## src/rtl/f_seq_monitor.sv

```systemverilog
// Serial pattern monitor on the p2c1 f stream: counts (saturating) and pulses on each pattern hit.
// Optional stuck-input detector enabled by defining STUCK_DET_EN.
module f_seq_monitor #(
  parameter int               PAT_W     = 4,
  parameter logic [PAT_W-1:0] PATTERN   = 4'b1011,
  parameter int               CNT_W     = 8,
  parameter bit               OVERLAP   = 1'b1,
  parameter int               STUCK_LIM = 16
) (
  input  logic             clk,
  input  logic             rst,
  input  logic             en,
  input  logic             f_in,
  input  logic             clr,
  output logic             match,
  output logic [CNT_W-1:0] match_cnt,
  output logic             sat,
  output logic             stuck
);

  localparam int             FW       = $clog2(PAT_W + 1);
  localparam logic [FW-1:0]  FILL_MAX = FW'(PAT_W);

  if (PAT_W < 2 || PAT_W > 16 || STUCK_LIM < 1) begin : g_param_check
    $error("f_seq_monitor: parameter out of range");
  end

  typedef enum logic {FILL, SCAN} state_t;

  state_t           state_q, state_d;
  logic [PAT_W-1:0] sh_q, sh_d;
  logic [FW-1:0]    fill_q, fill_d;
  logic [CNT_W-1:0] cnt_q, cnt_d;
  logic             match_q, match_d;
  logic             sat_q, sat_d;
  logic [PAT_W-1:0] win;
  logic             hit;

  always_comb begin
    state_d = state_q;
    sh_d    = sh_q;
    fill_d  = fill_q;
    cnt_d   = cnt_q;
    sat_d   = sat_q;
    match_d = 1'b0;
    hit     = 1'b0;
    win     = {sh_q[PAT_W-2:0], f_in};
    if (clr) begin
      state_d = FILL;
      sh_d    = '0;
      fill_d  = '0;
      cnt_d   = '0;
      sat_d   = 1'b0;
    end else if (en) begin
      // The sample that completes the window is already eligible for a match.
      hit = ((state_q == SCAN) || (fill_q == FILL_MAX - 1'b1)) && (win == PATTERN);
      if (hit) begin
        match_d = 1'b1;
        if (!(&cnt_q)) begin
          cnt_d = cnt_q + 1'b1;
          if (&cnt_d) sat_d = 1'b1;
        end
      end
      if (hit && !OVERLAP) begin
        state_d = FILL;
        sh_d    = '0;
        fill_d  = '0;
      end else begin
        sh_d = win;
        if (state_q == FILL) begin
          fill_d = fill_q + 1'b1;
          if (fill_q == FILL_MAX - 1'b1) state_d = SCAN;
        end
      end
    end
  end

  always_ff @(posedge clk or posedge rst) begin
    if (rst) begin
      state_q <= FILL;
      sh_q    <= '0;
      fill_q  <= '0;
      cnt_q   <= '0;
      match_q <= 1'b0;
      sat_q   <= 1'b0;
    end else begin
      state_q <= state_d;
      sh_q    <= sh_d;
      fill_q  <= fill_d;
      cnt_q   <= cnt_d;
      match_q <= match_d;
      sat_q   <= sat_d;
    end
  end

  assign match     = match_q;
  assign match_cnt = cnt_q;
  assign sat       = sat_q;

`ifdef STUCK_DET_EN
  localparam int            RW       = $clog2(STUCK_LIM + 1);
  localparam logic [RW-1:0] RUN_MAX  = RW'(STUCK_LIM);
  localparam logic [RW-1:0] RUN_ONE  = RW'(1);

  logic [RW-1:0] run_q, run_d;
  logic          last_q, last_d;
  logic          stuck_q, stuck_d;

  // run_q==0 means no accepted sample since reset/clear, so last_q is meaningless.
  always_comb begin
    run_d   = run_q;
    last_d  = last_q;
    stuck_d = stuck_q;
    if (clr) begin
      run_d   = '0;
      stuck_d = 1'b0;
    end else if (en) begin
      last_d = f_in;
      if (run_q == '0 || f_in != last_q) run_d = RUN_ONE;
      else if (run_q != RUN_MAX)         run_d = run_q + 1'b1;
      stuck_d = (run_d == RUN_MAX);
    end
  end

  always_ff @(posedge clk or posedge rst) begin
    if (rst) begin
      run_q   <= '0;
      last_q  <= 1'b0;
      stuck_q <= 1'b0;
    end else begin
      run_q   <= run_d;
      last_q  <= last_d;
      stuck_q <= stuck_d;
    end
  end

  assign stuck = stuck_q;
`else
  assign stuck = 1'b0;
`endif

endmodule

```

## config.mk

```make
export PLATFORM = sky130hd
export DESIGN_NAME = f_seq_monitor
export DESIGN_NICKNAME = d
export VERILOG_FILES = /design/src/rtl/f_seq_monitor.sv
export SDC_FILE = /design/constraint.sdc
export NUM_CORES = 1
export LEC_CHECK = 0
export BUFFER_PORTS_ARGS = -buffer_cell sky130_fd_sc_hd__buf_2
export CAP_MARGIN = 20
export CORE_ASPECT_RATIO = 1.2
export CORE_MARGIN = 2
export CORE_UTILIZATION = 55
export CTS_BUF_LIST = sky130_fd_sc_hd__clkbuf_8
export CTS_CLUSTER_DIAMETER = 50
export DETAILED_ROUTE_END_ITERATION = 16
export PLACE_DENSITY = 0.85
export SETUP_SLACK_MARGIN = 0.15
export SYNTH_ARGS = -nofsm -noshare
export SYNTH_HDL_FRONTEND = slang
export SYNTH_SLANG_ARGS = --single-unit
```

## constraint.sdc

```tcl
create_clock -name clk -period 2.3 [get_ports clk]
set_input_delay 0.115 -clock clk [delete_from_list [all_inputs] [get_ports clk]]
set_output_delay 0.115 -clock clk [all_outputs]
set_load 0.005 [all_outputs]
```

; ---- After elaboration in Yosys (flattened, before gate mapping)
; Cells that the tools add are included.
; W data, S select, Z words.
[totals]
register_bits = 17
output_inout_bits = 11
word_cells = 43
input_bits = 5
[classes]
mux = 21
eq_ne = 4
add_sub_neg = 2
reduce_logical = 10
[op_table]
columns = operator, count
row1 = $mux W8, 4
row2 = $reduce_and A8 Y1, 2
row3 = $mux W3, 5
row4 = $mux W1, 12
row5 = $add A8 B1 Y8 const B, 1
row6 = $reduce_bool A2 Y1, 3
row7 = $eq A4 B4 Y1 const B, 1
row8 = $ne A2 B2 Y1 const B, 2
row9 = $reduce_and A4 Y1, 1
row10 = $add A3 B1 Y3 const B, 1
row11 = $eq A3 B2 Y1 const B, 1
row12 = $reduce_and A3 Y1, 1
row13 = $reduce_and A2 Y1, 1
row14 = $logic_and A1 B1 Y1, 1
row15 = $logic_or A1 B1 Y1, 1

; ---- Logic depth before layout (Yosys ltp)
[logic_depth]
word_depth = 7
depth_mapped = 7
mapped_depth_nobuf = 6

; ---- Worst setup path after synthesis
; No wires, ideal clock.
[synth_path]
path_kind = register to register
startpoint = register fill_q[0]
endpoint = register cnt_q[5], in the netlist match_cnt[5]
synth_period_minus_slack_ps = 1926
setup_ps = 125
slack_ps = 374
path_stages_with_launch = 7
t_required_ps = 2175
path_buffers = 0
arrival_time_ps = 1801
path_cell_list = dfrtp_1 -> ha_1 -> ha_1 -> nor2_1 -> or4_4 -> nor4_1 -> mux2_2
[synth_via]
elab_chain_len = 5
[synth_lines]
columns = item, line
row1 = "start, declared", 32  ; logic [FW-1:0] fill_q, fill_d;
row2 = "start signal, assigned", 89  ; fill_q <= fill_d;
row3 = $eq A3 B2 Y1, 56  ; hit = ((state_q == SCAN) || (fill_q == FILL_MAX - 1'b1)) && (win == PATTERN);
row4 = $logic_or A1 B1 Y1, 56
row5 = $logic_and A1 B1 Y1, 56
row6 = $reduce_bool A2 Y1 (no line), n/a
row7 = $reduce_and A3 Y1 (no line), n/a
row8 = "end signal, assigned", 90  ; cnt_q <= cnt_d;
row9 = "end, declared", 33  ; logic [CNT_W-1:0] cnt_q, cnt_d;
; No other way between the ends.
; A chain may end at the register's enable or synchronous reset.

; ---- Worst setup path after layout
; Same ends and word-level chain as after synthesis.

==> run summary <==
status: complete, no violations
CP arrival: 2.18 ns
area of the die: 0.00198 mm²
CTS root buffer: clkbuf_8
Setup CP Type: flop to flop
antenna violations before repair: 0
RSZ-0062 raised after global routing: no
kind of start point of the critical path: flop
Power Dens Cells: 538 mW/mm²
distinct cell type count after synthesis: 33
RePlAce Congestion: 0.681
Final setup viols: 0
Routed WL: 1780 µm
final core utilization: 0.675
vias after detailed routing: 780
Routed WL per cell: 13.7 µm
Vias/cell: 6.00
n_diodes: 0
leakage: 0.000498 µW
Overall Global Routing Usage: 0.206
register area share after synthesis: 0.472
buffers added on ports: 14
Syn Inst Count: 94
Post-Syn Nets: 103
Fill cells: 140
CTS clk-pin slew, worst paths: 0.07 ns
CTS sink cnt: 17
HP Class: primary input to flop
Setup WS post-layout: 0.264 ns
H-tree depth: 1
vias in the first global route: 624
peak supply drop: 0.342 mV
Max-Cap Viols: 0
crit end category: flop
Area Growth Syn to Fin: 18.5%
Slew Limit Fails: 0
post-synthesis instance area: 901 µm²
final worst path period need: 2.04 ns
actual slew at the worst max-slew pin: 0.640 ns
starting density of the core: 0.570
Initial DRC Count: 20
Core Region: 0.00158 mm²
#FFs+latches synth: 17
CTS tree: yes
FF+latch area: 425 µm²
slew margin rel.: 0.573
worst skew pair latency: 0.25 ns
final worst-path cycle share: 0.885
CTS buffer count: 3
I/O Pins: 16
NumNets Final: 122
total gr overflow: 0
dpl hpwl: 1240 µm
Final TNS setup: 0 ns
Hold Fails Final Rpt: 0
share of post-route cells with drive strength above 1: 0.223
main area contributors after synthesis: dfrtp_1 (47%), ha_1 (5.6%), nor2_1 (4.6%), a21oi_1 (4.4%), mux2i_1 (3.3%)
DRC: 0
footprint of the multi-input gates: 455 µm²
CP max FO: 10
largest net degree at the start of global routing: 21
pre-CTS setup slack: 0.176 ns
area leader, netlist: dfrtp_1
Synth warnings: 0
Rows: 16
Die Wd: 40.9 µm
Max Freq: 491 MHz
CTS Buffer Depth: 2
first-pass iteration count of the detailed router: 4
Final ANT Viol Nets: 0
Worst EP required: 2.45 ns
global-route wire length before repair: 2820 µm
Chip Height: 48.3 µm
Synth Area per Inst: 9.58 µm²
top cell type's share of synthesized area: 0.472
Post-Route Skew: 0.00763 ns
==> placed cells by master (no fill, tap or decap), types with 3 or more instances in the layout <==
| master | Yosys | layout |
|---|---|---|
| nor2_1 | 11 | 11 |
| xnor2_1 | 3 | 3 |
| or3_1 | 3 | 3 |
| mux2i_1 | 3 | 3 |
| nor3_1 | 4 | 4 |
| dfrtp_1 | 17 | 17 |
| inv_1 | 4 | 4 |
| buf_4 | 1 | 3 |
| ha_1 | 4 | 4 |
| nand2_1 | 6 | 6 |
| nor2b_1 | 3 | 3 |
| clkbuf_8 | 0 | 3 |
| a21oi_1 | 8 | 8 |
| buf_2 | 1 | 14 |
==> cell usage after synthesis (all sizes together) <==
library cell  count
nand3             2
clkbuf            1
mux2              1
nor3              4
nand4             2
o31ai             2
o21ai             2
nor2b             3
a41o              1
nor2             11
and4b             1
nor4              3
nand2b            1
nor3b             1
a41oi             1
xnor2             3
a211oi            1
buf               3
nand2             7
or4               2
o21bai            1
or3               3
a21oi             8
ha                4
inv               4
dfrtp            17
conb              1
mux2i             3
xor2              1
==> stage by stage <==
step	total power (µW)	hold WS, ns	instances	instance area [µm²]
after floorplan	342	0.0411	94	901
after global placement	351	0.228	123	981
after detailed placement	353	0.238	123	981
after CTS	575	0.135	128	1040
after global routing	599	0.171	130	1070
final	575	0.128	130	1070
==> critical path, stage by stage, from the launching register on <==
cell	delay, ns
dfrtp_1	0.38
ha_1	0.18
ha_1	0.17
nor2_1	0.06
or4_4	0.49
nor4_4	0.29
mux2_2	0.35
==> cell type report <==
class                           instances  area share
Sequential cell                        17       0.399
Timing Repair Buffer                   18      0.0961
Clock inverter                          1     0.00469
Tap cell                               18      0.0211
Clock buffer                            3      0.0387
Inverter                                4      0.0141
Multi-Input combinational cell         69       0.427
==> path summary, 6_finish.rpt <==
check,from,to,slack [ns],depth (start not counted)
worst max-delay path,fill_q[0],match_cnt[5],0.26,6
worst min-delay path,f_in,sh_q[0],0.13,3
worst max register to register,fill_q[0],match_cnt[5],0.26,6
worst min register to register,fill_q[1],fill_q[1],0.54,2
max in group asynchronous,rst,match_cnt[2],1.40,3
min in group asynchronous,rst,match_cnt[3],0.48,3
==> sequential cells by signal (all words and copies together), names as in the netlist <==
| register | cells |
|---|---|
| sh_q | 3 |
| state_q | 1 |
| match_cnt | 8 |
| sat | 1 |
| match | 1 |
| fill_q | 3 |
==> cell families after synthesis <==
group / Yosys count / synth area share
buffers and inverters: 8 / 0.0389
adder cells (fa/ha/maj): 4 / 0.0556
XOR/XNOR: 4 / 0.0389
AO/OA/AOI/OAI: 16 / 0.110
flip-flops: 17 / 0.472
other: 1 / 0.00416
multiplexers: 4 / 0.0458
AND/OR/NAND/NOR: 40 / 0.235
==> metal layers <==
| metal | track usage | wire [µm] | vias up | share of wire |
|---|---|---|---|---|
| li1 | - | - | 370 | - |
| met1 | 0.287 | 731 | 375 | 0.41 |
| met2 | 0.318 | 932 | 29 | 0.52 |
| met3 | 0.0275 | 84 | 6 | 0.047 |
| met4 | 0.0667 | 35 | 0 | 0.020 |
| met5 | 0 | 0 | - | 0 |
==> power by group <==
group	internal [µW]	leakage, µW	switching, µW
logic	14.6	0.000239	23.4
clock network	120	0.0000255	106
registers	306	0.000234	4.81
==> timing repair <==
action / in CTS / in global routing
endpoints found under the setup margin: 1 / 2
hold buffers: 1 / 0
resized for setup: 1 / 1
endpoints found under the hold margin: 17 / 0
gates cloned: 0 / 0
pin swaps: 0 / 1
buffers inserted: 0 / 2
No activity file was read; power rests on OpenSTA's default activity.
